<file path="config.mk">
export PLATFORM = sky130hd
export DESIGN_NAME = pipeline_control_unit
export DESIGN_NICKNAME = d
export VERILOG_FILES = /design/src/rtl/pipeline_control_unit.sv
export SDC_FILE = /design/constraint.sdc
export NUM_CORES = 1
export LEC_CHECK = 0
export ABC_CLOCK_PERIOD_IN_PS = 900
export CAP_MARGIN = 20
export CELL_PAD_IN_SITES_DETAIL_PLACEMENT = 0
export CELL_PAD_IN_SITES_GLOBAL_PLACEMENT = 1
export CORE_AREA = 2 2 39 41
export DETAILED_ROUTE_END_ITERATION = 16
export DIE_AREA = 0 0 41 43
export PLACE_DENSITY = 0.59
export SLEW_MARGIN = 20
export SYNTH_ARGS = -nofsm -noshare
export SYNTH_HDL_FRONTEND = slang
export SYNTH_SLANG_ARGS = --single-unit
export TNS_END_PERCENT = 50
</file>
<file path="constraint.sdc">
create_clock -name clk -period 0.9 [get_ports clk]
set_input_delay 0.18 -clock clk [delete_from_list [all_inputs] [get_ports clk]]
set_output_delay 0.18 -clock clk [all_outputs]
set_load 0.005 [all_outputs]
</file>
<file path="src/rtl/pipeline_control_unit.sv">
// pipeline_control_unit
//   Sequences an N_STAGES-deep datapath: a warm-up phase enables the stage
//   registers one at a time while the datapath muxes are forced to their
//   reset/initial operands. After warm-up, symbols are issued no more often
//   than once every ISSUE_GAP+1 cycles, and a valid bit tracks each symbol
//   down the pipe.
//
// Ports
//   clk         in   single clock, rising edge
//   reset_ctrl  in   synchronous active-high reset
//   in_valid    in   upstream offers a symbol (held while in_ready is low)
//   flush       in   drop every in-flight symbol (ignored during warm-up)
//   in_ready    out  a symbol offered this cycle is taken (unless flushing)
//   stage_en    out  bit i enables the register after stage i
//   mux_reset   out  select reset/initial operands into the stage muxes
//   out_valid   out  final stage holds a valid result
//   busy        out  at least one symbol in flight
//
// Every output is decoded from registered state only.
module pipeline_control_unit #(
    parameter int N_STAGES  = 3,
    parameter int ISSUE_GAP = 1
) (
    input  logic                clk,
    input  logic                reset_ctrl,
    input  logic                in_valid,
    input  logic                flush,
    output logic                in_ready,
    output logic [N_STAGES-1:0] stage_en,
    output logic                mux_reset,
    output logic                out_valid,
    output logic                busy
);

    if (N_STAGES < 2 || N_STAGES > 8) begin : g_bad_n_stages
        $error("pipeline_control_unit: N_STAGES must be in 2..8");
    end
    if (ISSUE_GAP < 0 || ISSUE_GAP > 7) begin : g_bad_issue_gap
        $error("pipeline_control_unit: ISSUE_GAP must be in 0..7");
    end

    // warm_cnt spans 0..N_STAGES-2; gap_cnt spans 0..ISSUE_GAP.
    localparam int WARM_W = (N_STAGES > 2) ? $clog2(N_STAGES - 1) : 1;
    localparam int GAP_W  = (ISSUE_GAP > 0) ? $clog2(ISSUE_GAP + 1) : 1;

    localparam logic [WARM_W-1:0] WARM_LAST = WARM_W'(N_STAGES - 2);
    localparam logic [GAP_W-1:0]  GAP_LOAD  = GAP_W'(ISSUE_GAP);

    typedef enum logic {
        WARMUP = 1'b0,
        RUN    = 1'b1
    } state_t;

    state_t              state_q, state_d;
    logic [WARM_W-1:0]   warm_cnt_q, warm_cnt_d;
    logic [GAP_W-1:0]    gap_cnt_q, gap_cnt_d;
    logic [N_STAGES-1:0] vld_q, vld_d;
    logic                accept;

    always_ff @(posedge clk) begin
        if (reset_ctrl) begin
            state_q    <= WARMUP;
            warm_cnt_q <= '0;
            gap_cnt_q  <= '0;
            vld_q      <= '0;
        end else begin
            state_q    <= state_d;
            warm_cnt_q <= warm_cnt_d;
            gap_cnt_q  <= gap_cnt_d;
            vld_q      <= vld_d;
        end
    end

    always_comb begin
        state_d    = state_q;
        warm_cnt_d = warm_cnt_q;
        gap_cnt_d  = gap_cnt_q;

        // in_ready is only ever high in RUN, so no accept can occur in warm-up.
        accept = in_valid && in_ready && !flush;
        vld_d  = {vld_q[N_STAGES-2:0], accept};

        case (state_q)
            WARMUP: begin
                if (warm_cnt_q == WARM_LAST) begin
                    state_d = RUN;
                end else begin
                    warm_cnt_d = warm_cnt_q + 1'b1;
                end
            end
            RUN: begin
                if (flush) begin
                    vld_d     = '0;
                    gap_cnt_d = '0;
                end else if (accept) begin
                    gap_cnt_d = GAP_LOAD;
                end else if (gap_cnt_q != '0) begin
                    gap_cnt_d = gap_cnt_q - 1'b1;
                end
            end
            default: begin
                state_d = WARMUP;
            end
        endcase
    end

    // Output decode from registered state only.
    always_comb begin
        for (int j = 0; j < N_STAGES; j++) begin
            stage_en[j] = (state_q == RUN) || (j <= int'(warm_cnt_q));
        end
        mux_reset = (state_q == WARMUP);
        in_ready  = (state_q == RUN) && (gap_cnt_q == '0);
        out_valid = vld_q[N_STAGES-1];
        busy      = |vld_q;
    end

endmodule

</file>
---- Word-level counts from Yosys, hierarchy flattened ----
Cells that the tools add are included.
word-level totals
  bits in registers ....................... 6
  input bits .............................. 4
  output and inout bits ................... 7
  word-level logic and storage cells ...... 23
operators by class
  add/sub/neg operators ................... 2
  $lt $le $gt $ge ......................... 1
  multiplexer cells ....................... 8
  bitwise operators ....................... 2
  reductions and logical operators ........ 6
operators by type and width
  kind                                                  count
  1-bit 2-to-1 mux                                      6
  3-bit 2-to-1 mux                                      2
  1-bit logical AND                                     3
  3-bit OR reduction                                    1
  1-bit NOT                                             2
  1-bit adder, second input constant                    1
  1-bit less-or-equal comparator, first input constant  1
  1-bit zero test                                       1
  1-bit logical OR                                      1
  1-bit subtractor, second input constant               1

---- Logic depth before layout (Yosys ltp) ----
Gate-level depths: netlist (run 1).
  depth after elaboration ................. 6
  gate-level depth with buffers ........... 3
  gate-level depth less buffers ........... 2

---- Worst setup path before layout (run 1) ----
Ideal clock, no wire load.
  path type ............................... flip-flop to output port
  start ................................... register vld_q[1]
  end ..................................... output port busy
  arrival time ............................ 651 ps
  data required time ...................... 720 ps
  path slack .............................. 69 ps
  stages on the path, launching flop included .. 2
  buffers on the path ..................... 0
  cell sequence ........................... dfxtp_1 or3_1
on the way
  longest elaborated chain between the ends .. 1
RTL lines
  item                      line  source
  start: declaration        57    logic [N_STAGES-1:0] vld_q, vld_d;
  start signal: assignment  70    vld_q <= vld_d;
  3-bit OR reduction        115   busy = |vld_q;
  end: declaration          32    output logic busy
Every way passes these cells.

---- Worst setup path after layout (run 1) ----
  start ................................... register vld_q[2]
  end ..................................... output port busy
The elaborated chain is that of the path after synthesis.

==> impl_results.rst, run 1 <==
.. list-table::
   :header-rows: 1

   * - Metric
     - Value
   * - Pin count of the biggest net entering global routing
     - 6
   * - Path length in cells of the critical path
     - 2
   * - Category of the worst setup path capture point
     - output pin
   * - Setup total negative slack
     - -0.6583 ns
   * - Height of the die
     - 43 um
   * - Outcome
     - finished, violations left
   * - Total internal power
     - 0.4851 mW
   * - Share of post-route cells with drive strength above 1
     - 43.24%
   * - Fin crit share
     - 132.9%
   * - Final design utilization
     - 25.32%
   * - Total Die Area
     - 0.001763 sq mm
   * - Worst supply voltage drop on vdd
     - 0.6547 mV
   * - Post-synth design cell area
     - 221.5 sq um
   * - Avg Inst Size Synth
     - 9.228 sq um
   * - Number of buffers added to fix hold violations after cts
     - 0
   * - Number of cells on the worst reg-to-reg path
     - 3
   * - Highest fanout seen on the critical path
     - 2
   * - Leakage Power
     - 0.1673 nW
   * - Power per cell area
     - 1781 mW/mm^2
   * - Sequential share of power
     - 45.6%
   * - Final critical delay including setup and external delays
     - 1.196 ns
   * - Number of buffers between clock root and the deepest sink
     - 2
   * - Clock tree from TritonCTS
     - built
   * - # placed instances
     - 48
   * - Unrepaired setup endpoints after global routing
     - true
   * - Count of nets after finishing
     - 43
   * - Critical path launch point type
     - flip-flop
   * - Reported net switching power
     - 0.1387 mW
   * - Critical Path, Cell by Cell
     - or3_1, buf_2
   * - CTS H-Tree Depth
     - 1
   * - Global-route wire length before repair
     - 745 um
   * - Placed wire-length estimate after detailed placement
     - 329.2 um
   * - Yosys warning count
     - 0
   * - Overflow left after global routing
     - 0
   * - Nets in the synthesized netlist
     - 28
   * - Sw Share
     - 22.24%
   * - Final setup margin
     - -0.2960 ns
   * - Number of iterations in the first detailed-routing pass
     - 3
   * - Count of vias placed by the detailed router
     - 196
   * - Family with the most delay on the worst path
     - simple AND/OR/NAND/NOR gates
   * - Num Clock Sinks
     - 6
   * - Relative contribution of the clock network to total power
     - 39.9%
   * - Critical Setup Path Class
     - reg -> out
   * - Final-report setup violation count
     - 6
   * - Number of standard-cell rows in the floorplan
     - 14
   * - Portion of the post-synthesis area used by sequential elements
     - 54.24%
   * - Chip Width
     - 41 um
   * - Failing checks
     - negative setup slack
   * - Final clock skew
     - 0.003822 ns
   * - Number of distinct library cells after synthesis
     - 11
   * - Initial Util
     - 16.00%
   * - Total Routed Length
     - 450 um
   * - Average routed wire per standard cell
     - 8.491 um
   * - Antenna violations before repair
     - 0
   * - Top cells by area in the synthesized netlist
     - dfxtp_1 54%, buf_4 10%, a21oi_1 9.0%
   * - Delay of the slowest critical-path stage
     - 0.35 ns
   * - Cell count of the worst hold path
     - 1
   * - Number of violations of the max-capacitance limit
     - 0
   * - GPL Wtd Cong
     - 0.6169
   * - Post-route DRC
     - 0
   * - Layout Area Growth over Synthesis
     - 58.19%
   * - Number of flip-flops and latches in the synthesized netlist
     - 6
   * - Non-filler cells, final
     - 53
   * - Fmax
     - 836.1 MHz
   * - Count of endpoints failing hold in the final timing report
     - 0
   * - Num ports
     - 11
   * - Number of instances in the synthesized netlist
     - 24
   * - Aggregate global-route resource usage
     - 7.049%
   * - CP Data Arrival Time
     - 1.02 ns
   * - Crit path max-delay cell type
     - or3_1
   * - Number of design-rule violations left by the first detailed-router iteration
     - 3
   * - Number of slew-limit violations in the final report
     - 0
   * - Relative contribution of combinational cells to total power
     - 14.5%
   * - Number of clock buffers inserted by TritonCTS
     - 3
   * - Data required time of the critical path
     - 0.72 ns
   * - Post-DR vias/cell
     - 3.698
   * - Area of the core
     - 0.001384 sq mm
   * - Cell taking the most area after synthesis
     - dfxtp_1
   * - Clock Root Buffer
     - clkbuf_4
   * - Via count of the first global-routing pass
     - 176
   * - Clock latency at the later pin of the worst-skew pair
     - 0.25 ns
   * - Antenna cell count
     - 0
   * - Portion of synthesized cell area occupied by the leading cell type
     - 54.24%
   * - Clock-pin slew reported for the worst setup and hold paths after clock tree synthesis
     - 0.04 ns
   * - Remaining antenna violation count
     - 0
   * - Number of buffers and inverters on the critical path
     - 1
   * - Count of input and output buffers
     - 9
   * - Min-delay worst type
     - reg -> reg
-- power groups by stage --
stage               Clock [mW]  Combinational, mW  Sequential, mW
floorplan                    0             0.0387           0.288
global placement             0             0.0891           0.287
detailed placement           0             0.0894           0.287
CTS                      0.260             0.0797           0.284
global route             0.278             0.0994           0.285
finish                   0.249             0.0905           0.285
-- final timing paths --
path	from	to	slack [ns]
worst min-delay path	vld_q[1]	vld_q[2]	0.44
worst max-delay path	vld_q[2]	busy	-0.30
worst min register to register	vld_q[1]	vld_q[2]	0.44
worst max register to register	state_q	vld_q[1]	0.10
-- what timing repair did --
action | 4_1_cts | 5_1_grt
gates cloned | 0 | 0
setup endpoints to repair | 6 | 6
gates resized for setup | 22 | 4
pin swaps | 1 | 0
buffers inserted | 1 | 1
-- placed cells by master (no fill, tap or decap) --
| cell | n |
|---|---|
| buf_4 | 3 |
| conb_1 | 1 |
| nand4bb_1 | 1 |
| dfxtp_2 | 2 |
| dfxtp_1 | 4 |
| nand2_1 | 1 |
| nor2_2 | 1 |
| buf_2 | 4 |
| inv_2 | 1 |
| and2_1 | 2 |
| nor2_1 | 1 |
| clkbuf_4 | 3 |
| nand2b_1 | 1 |
| inv_1 | 1 |
| or3_1 | 1 |
| buf_6 | 2 |
| a21oi_1 | 4 |
| clkdlybuf4s50_1 | 3 |
| dlygate4sd2_1 | 1 |
-- synth_stat cells --
| master | count |
|---|---|
| nand2_1 | 1 |
| a21oi_1 | 4 |
| nand2b_1 | 1 |
| conb_1 | 1 |
| nor2_1 | 2 |
| inv_1 | 2 |
| and2_1 | 2 |
| or3_1 | 1 |
| nand4bb_1 | 1 |
| buf_4 | 3 |
| dfxtp_1 | 6 |
-- flip-flops by register name, indices dropped and copies added, names as in the netlist --
name        flops
gap_cnt_q       1
warm_cnt_q      1
vld_q           3
state_q         1
-- cells by family (layout without fill, tap and decap cells) --
group,count (synthesis),count (layout),synth area share (%)
compound gates,4,4,9.040
buf+inv,5,18,13.56
flops,6,6,54.24
other cells,1,1,1.693
simple gates,8,8,21.47
-- metal layers --
metal | GRT usage (%) | wire length [um] | vias to the layer above | share of wire, %
met2 | 8.438 | 202 | 10 | 45
li1 | - | - | 99 | -
met1 | 7.143 | 186 | 87 | 41
met4 | 4.000 | 0 | 0 | 0
met5 | 0 | 0 | - | 0
met3 | 7.853 | 61 | 0 | 14
-- metrics by stage --
stage	cell area, sq um	total power, mW	worst slack (ns)	hold slack (ns)
4_1_cts	335.3	0.6239	-0.3074	0.4493
2_1_floorplan	221.5	0.3269	0.06936	0.2491
3_3_place_gp	324.1	0.3758	-0.3550	0.4305
6_report	350.3	0.6238	-0.2960	0.4427
5_1_grt	350.3	0.6628	-0.3356	0.4707
3_5_place_dp	324.1	0.3766	-0.3651	0.4461
-- cell type report --
| type | instances | area [sq um] |
|---|---|---|
| flip-flops and latches | 6 | 122.6 |
| inverters | 2 | 7.507 |
| fillers | 157 | 1033 |
| clock buffers | 3 | 22.52 |
| well taps | 16 | 20.02 |
| repair buffers | 13 | 103.9 |
| multi-input cells | 13 | 73.82 |
-- worst reg2reg max path, delay by kind of cell, from the launching register on --
family                 cells  cell delay (ns)
buffers and inverters      1             0.12
flip-flops                 1             0.32
AND/OR/NAND/NOR            1             0.14
AO/OA/AOI/OAI              1             0.15
Note: power is estimated with default switching activity, not from simulation.
==> run 2: changes to the inputs <==
--- a/config.mk
+++ b/config.mk
@@ -13,7 +13,7 @@
 export DETAILED_ROUTE_END_ITERATION = 16
 export DIE_AREA = 0 0 41 43
 export PLACE_DENSITY = 0.59
-export SLEW_MARGIN = 20
+export SLEW_MARGIN = 5
 export SYNTH_ARGS = -nofsm -noshare
 export SYNTH_HDL_FRONTEND = slang
 export SYNTH_SLANG_ARGS = --single-unit
==> results of run 2 <==
Final layout, timing and power as in run 1 (identical DEF).
==> run 3: changes to the inputs <==
--- a/config.mk
+++ b/config.mk
@@ -12,7 +12,7 @@
 export CORE_AREA = 2 2 39 41
 export DETAILED_ROUTE_END_ITERATION = 16
 export DIE_AREA = 0 0 41 43
-export PLACE_DENSITY = 0.59
+export PLACE_DENSITY_LB_ADDON = 0.05
 export SLEW_MARGIN = 5
 export SYNTH_ARGS = -nofsm -noshare
 export SYNTH_HDL_FRONTEND = slang
==> constraint.sdc (replaced) <==
create_clock -name clk -period 0.9 [get_ports clk]
set_input_delay 0.18 -clock clk [delete_from_list [all_inputs] [get_ports clk]]
set_output_delay 0.18 -clock clk [all_outputs]
set_load 0.1 [all_outputs]
==> run 3 against run 2 <==
  * The flow still finishes with violations (negative setup slack)
  * Utilization rose by 9.7 points
  * Cell area rose by 38%
  * Maximum frequency fell by 7.7%
  * Combinational power rose to 3.6 times the previous value
  * First-iteration DRC count fell by 33%
  * Final cell count rose by 3.8%
==> impl_results.rst, run 3 (same netlist as run 1, synthesis figures left out) <==
.. list-table::
   :header-rows: 1

   * - Metric
     - Value
   * - Outcome
     - finished, violations left
   * - Failing checks
     - negative setup slack
   * - Final non-filler cell area
     - 484.2 sq um (+38%)
   * - Via count of the first global-routing pass
     - 212 (+20%)
   * - Largest register by flop count
     - vld_q
   * - CTS H-Tree Depth
     - 1 (unchanged)
   * - Relative contribution of the clock network to total power
     - 31.0% (-8.9 points)
   * - Sequential share of power
     - 32.4% (-13 points)
   * - Layout Area Growth over Synthesis
     - 118.6%
   * - Count of filler cells inserted in the layout
     - 134 (-15%)
   * - Final-report setup violation count
     - 7 (+1)
   * - CP Data Arrival Time
     - 1.12 ns (+0.10 ns)
   * - Remaining antenna violation count
     - 0 (unchanged)
   * - Destination of the worst register-to-register timing path
     - gap_cnt_q
   * - Sw Share
     - 35.87% (+14 points)
   * - Power per cell area
     - 1815 mW/mm^2 (+1.9%)
   * - Post-DR vias/cell
     - 3.745 (+1.3%)
   * - Num Clock Sinks
     - 6 (unchanged)
   * - Chip Width
     - 41 um (unchanged)
   * - Antenna cell count
     - 0 (unchanged)
   * - Total Routed Length
     - 480 um (+6.7%)
   * - Crit path max-delay cell type
     - or3_4
   * - Count of endpoints failing hold in the final timing report
     - 0 (unchanged)
   * - Placed wire-length estimate after detailed placement
     - 370.6 um (+13%)
   * - Min-delay worst type
     - reg -> reg
   * - Commonest non-fill, non-tap cell in the layout
     - buf_12
   * - Area of the core
     - 0.001384 sq mm (unchanged)
   * - Critical path launch point type
     - flip-flop
   * - Fmax
     - 771.9 MHz (-7.7%)
   * - Final clock skew
     - 0.007165 ns (+0.003343 ns)
   * - Height of the die
     - 43 um (unchanged)
   * - Critical Path, Cell by Cell
     - or3_4, buf_12
   * - Number of violations of the max-capacitance limit
     - 0 (unchanged)
   * - GPL Wtd Cong
     - 0.6105 (-1.0%)
   * - Post-route DRC
     - 0 (unchanged)
   * - Reported net switching power
     - 0.3153 mW (+130%)
   * - # placed instances
     - 50 (+4.2%)
   * - Area of placed instances
     - 415.4 sq um (+28%)
   * - Non-filler cells, final
     - 55 (+3.8%)
   * - Worst hold-check slack
     - 0.4398 ns (-0.002862 ns)
   * - Number of standard-cell rows in the floorplan
     - 14 (unchanged)
   * - Number of cells on the worst reg-to-reg path
     - 4 (+1)
   * - Pin count of the biggest net entering global routing
     - 6 (unchanged)
   * - Fin crit share
     - 143.9% (+11 points)
   * - Antenna violations before repair
     - 0 (unchanged)
   * - Final setup margin
     - -0.3955 ns (-0.09948 ns)
   * - Share of post-route cells with drive strength above 1
     - 58.97% (+16 points)
   * - Final design utilization
     - 34.99% (+9.7 points)
   * - Total internal power
     - 0.5637 mW (+16%)
   * - Total Die Area
     - 0.001763 sq mm (unchanged)
   * - Highest fanout seen on the critical path
     - 2 (unchanged)
   * - Global-route wire length before repair
     - 800 um (+7.4%)
   * - Cell count of the worst hold path
     - 1 (unchanged)
   * - Leakage Power
     - 0.2025 nW (+21%)
   * - Data required time of the critical path
     - 0.72 ns (about the same)
   * - Flip-flop count of the largest register, all copies and words added
     - 3 (unchanged)
   * - Count of nets after finishing
     - 44 (+2.3%)
   * - Number of iterations in the first detailed-routing pass
     - 2 (-1)
   * - Delay of the slowest critical-path stage
     - 0.39 ns (+0.04 ns)
   * - Critical Setup Path Class
     - reg -> out
   * - Number of slew-limit violations in the final report
     - 0 (unchanged)
   * - Clock Root Buffer
     - clkbuf_4
   * - Clock tree from TritonCTS
     - built
   * - Worst supply voltage drop on vdd
     - 0.8206 mV (+25%)
   * - Number of clock buffers inserted by TritonCTS
     - 3 (unchanged)
   * - Hold Path Sink
     - vld_q[2]
   * - Category of the worst setup path capture point
     - output pin
   * - Post-place setup slack
     - -0.1413 ns (+0.2238 ns)
   * - Hold_sp
     - vld_q[1]
   * - Clock-pin slew reported for the worst setup and hold paths after clock tree synthesis
     - 0.05 ns (about the same)
   * - Relative contribution of combinational cells to total power
     - 36.7% (+22 points)
   * - Count of input and output buffers
     - 9 (unchanged)
   * - Unrepaired setup endpoints after global routing
     - true
   * - Initial Util
     - 16.00% (unchanged)
   * - Overflow left after global routing
     - 0 (unchanged)
   * - Final critical delay including setup and external delays
     - 1.295 ns (+0.09948 ns)
   * - Number of design-rule violations left by the first detailed-router iteration
     - 2 (-1)
   * - Startpoint of the lowest-slack register-to-register path
     - state_q
   * - Register-to-register setup slack
     - -0.04 ns (-0.14 ns)
   * - Number of buffers between clock root and the deepest sink
     - 2 (unchanged)
   * - Count of vias placed by the detailed router
     - 206 (+5.1%)
   * - Aggregate global-route resource usage
     - 7.422% (+0.37 points)
   * - Num ports
     - 11 (unchanged)
   * - Clock latency at the later pin of the worst-skew pair
     - 0.25 ns (about the same)
   * - Average routed wire per standard cell
     - 8.727 um (+2.8%)
## run 3: what timing repair did
item	in CTS	in global routing
setup buffers	0	1
gates resized for setup	8	4
hold endpoints to repair	0	0
cloned	0	0
pin swaps	0	1
endpoints found under the setup margin	6	8
hold buffers	0	0
## run 3: routing by layer
layer	GRT usage, %	up-vias	share of wire [%]
met1	7.372	91	38
met4	8.000	0	0
met3	3.665	0	8.5
li1	-	106	-
met5	0	-	0
met2	10.00	9	53
## run 3: power by group through the flow
stage	registers, mW	clock network, mW	logic (mW)
after detailed placement	0.285	0	0.298
after global placement	0.285	0	0.297
final	0.284	0.272	0.322
after global routing	0.285	0.304	0.332
after CTS	0.284	0.290	0.310
after floorplan	0.288	0	0.191
## run 3: worst max path at each step
stage          startpoint  cells after the start  endpoint
2_1_floorplan     state_q                      2  in_ready
3_3_place_gp     vld_q[1]                      2      busy
3_5_place_dp     vld_q[1]                      2      busy
4_1_cts          vld_q[1]                      2      busy
5_1_grt          vld_q[1]                      2      busy
6_report         vld_q[1]                      2      busy
## run 3: metrics by stage
stage,power [mW],setup TNS (ns)
global placement,0.5815,-0.5871
finish,0.8790,-1.342
floorplan,0.4790,-2.256
global route,0.9219,-1.639
detailed placement,0.5831,-0.6619
CTS,0.8828,-1.384
## run 3: cell type report
| cell class | instances | area, sq um | share of cell area, % |
|---|---|---|---|
| timing repair buffer | 14 | 198.9 | 41.09 |
| sequential | 6 | 126.4 | 26.10 |
| multi-input combinational | 13 | 102.6 | 21.19 |
| clock buffer | 4 | 26.28 | 5.426 |
| tap | 16 | 20.02 | 4.134 |
| inverter | 2 | 10.01 | 2.067 |
## run 3: critical path: cells and delay by family (launching register included)
| kind | cells | cell delay (ns) |
|---|---|---|
| and+or+nand+nor | 1 | 0.39 |
| DFF | 1 | 0.31 |
| buffers and inverters | 1 | 0.17 |
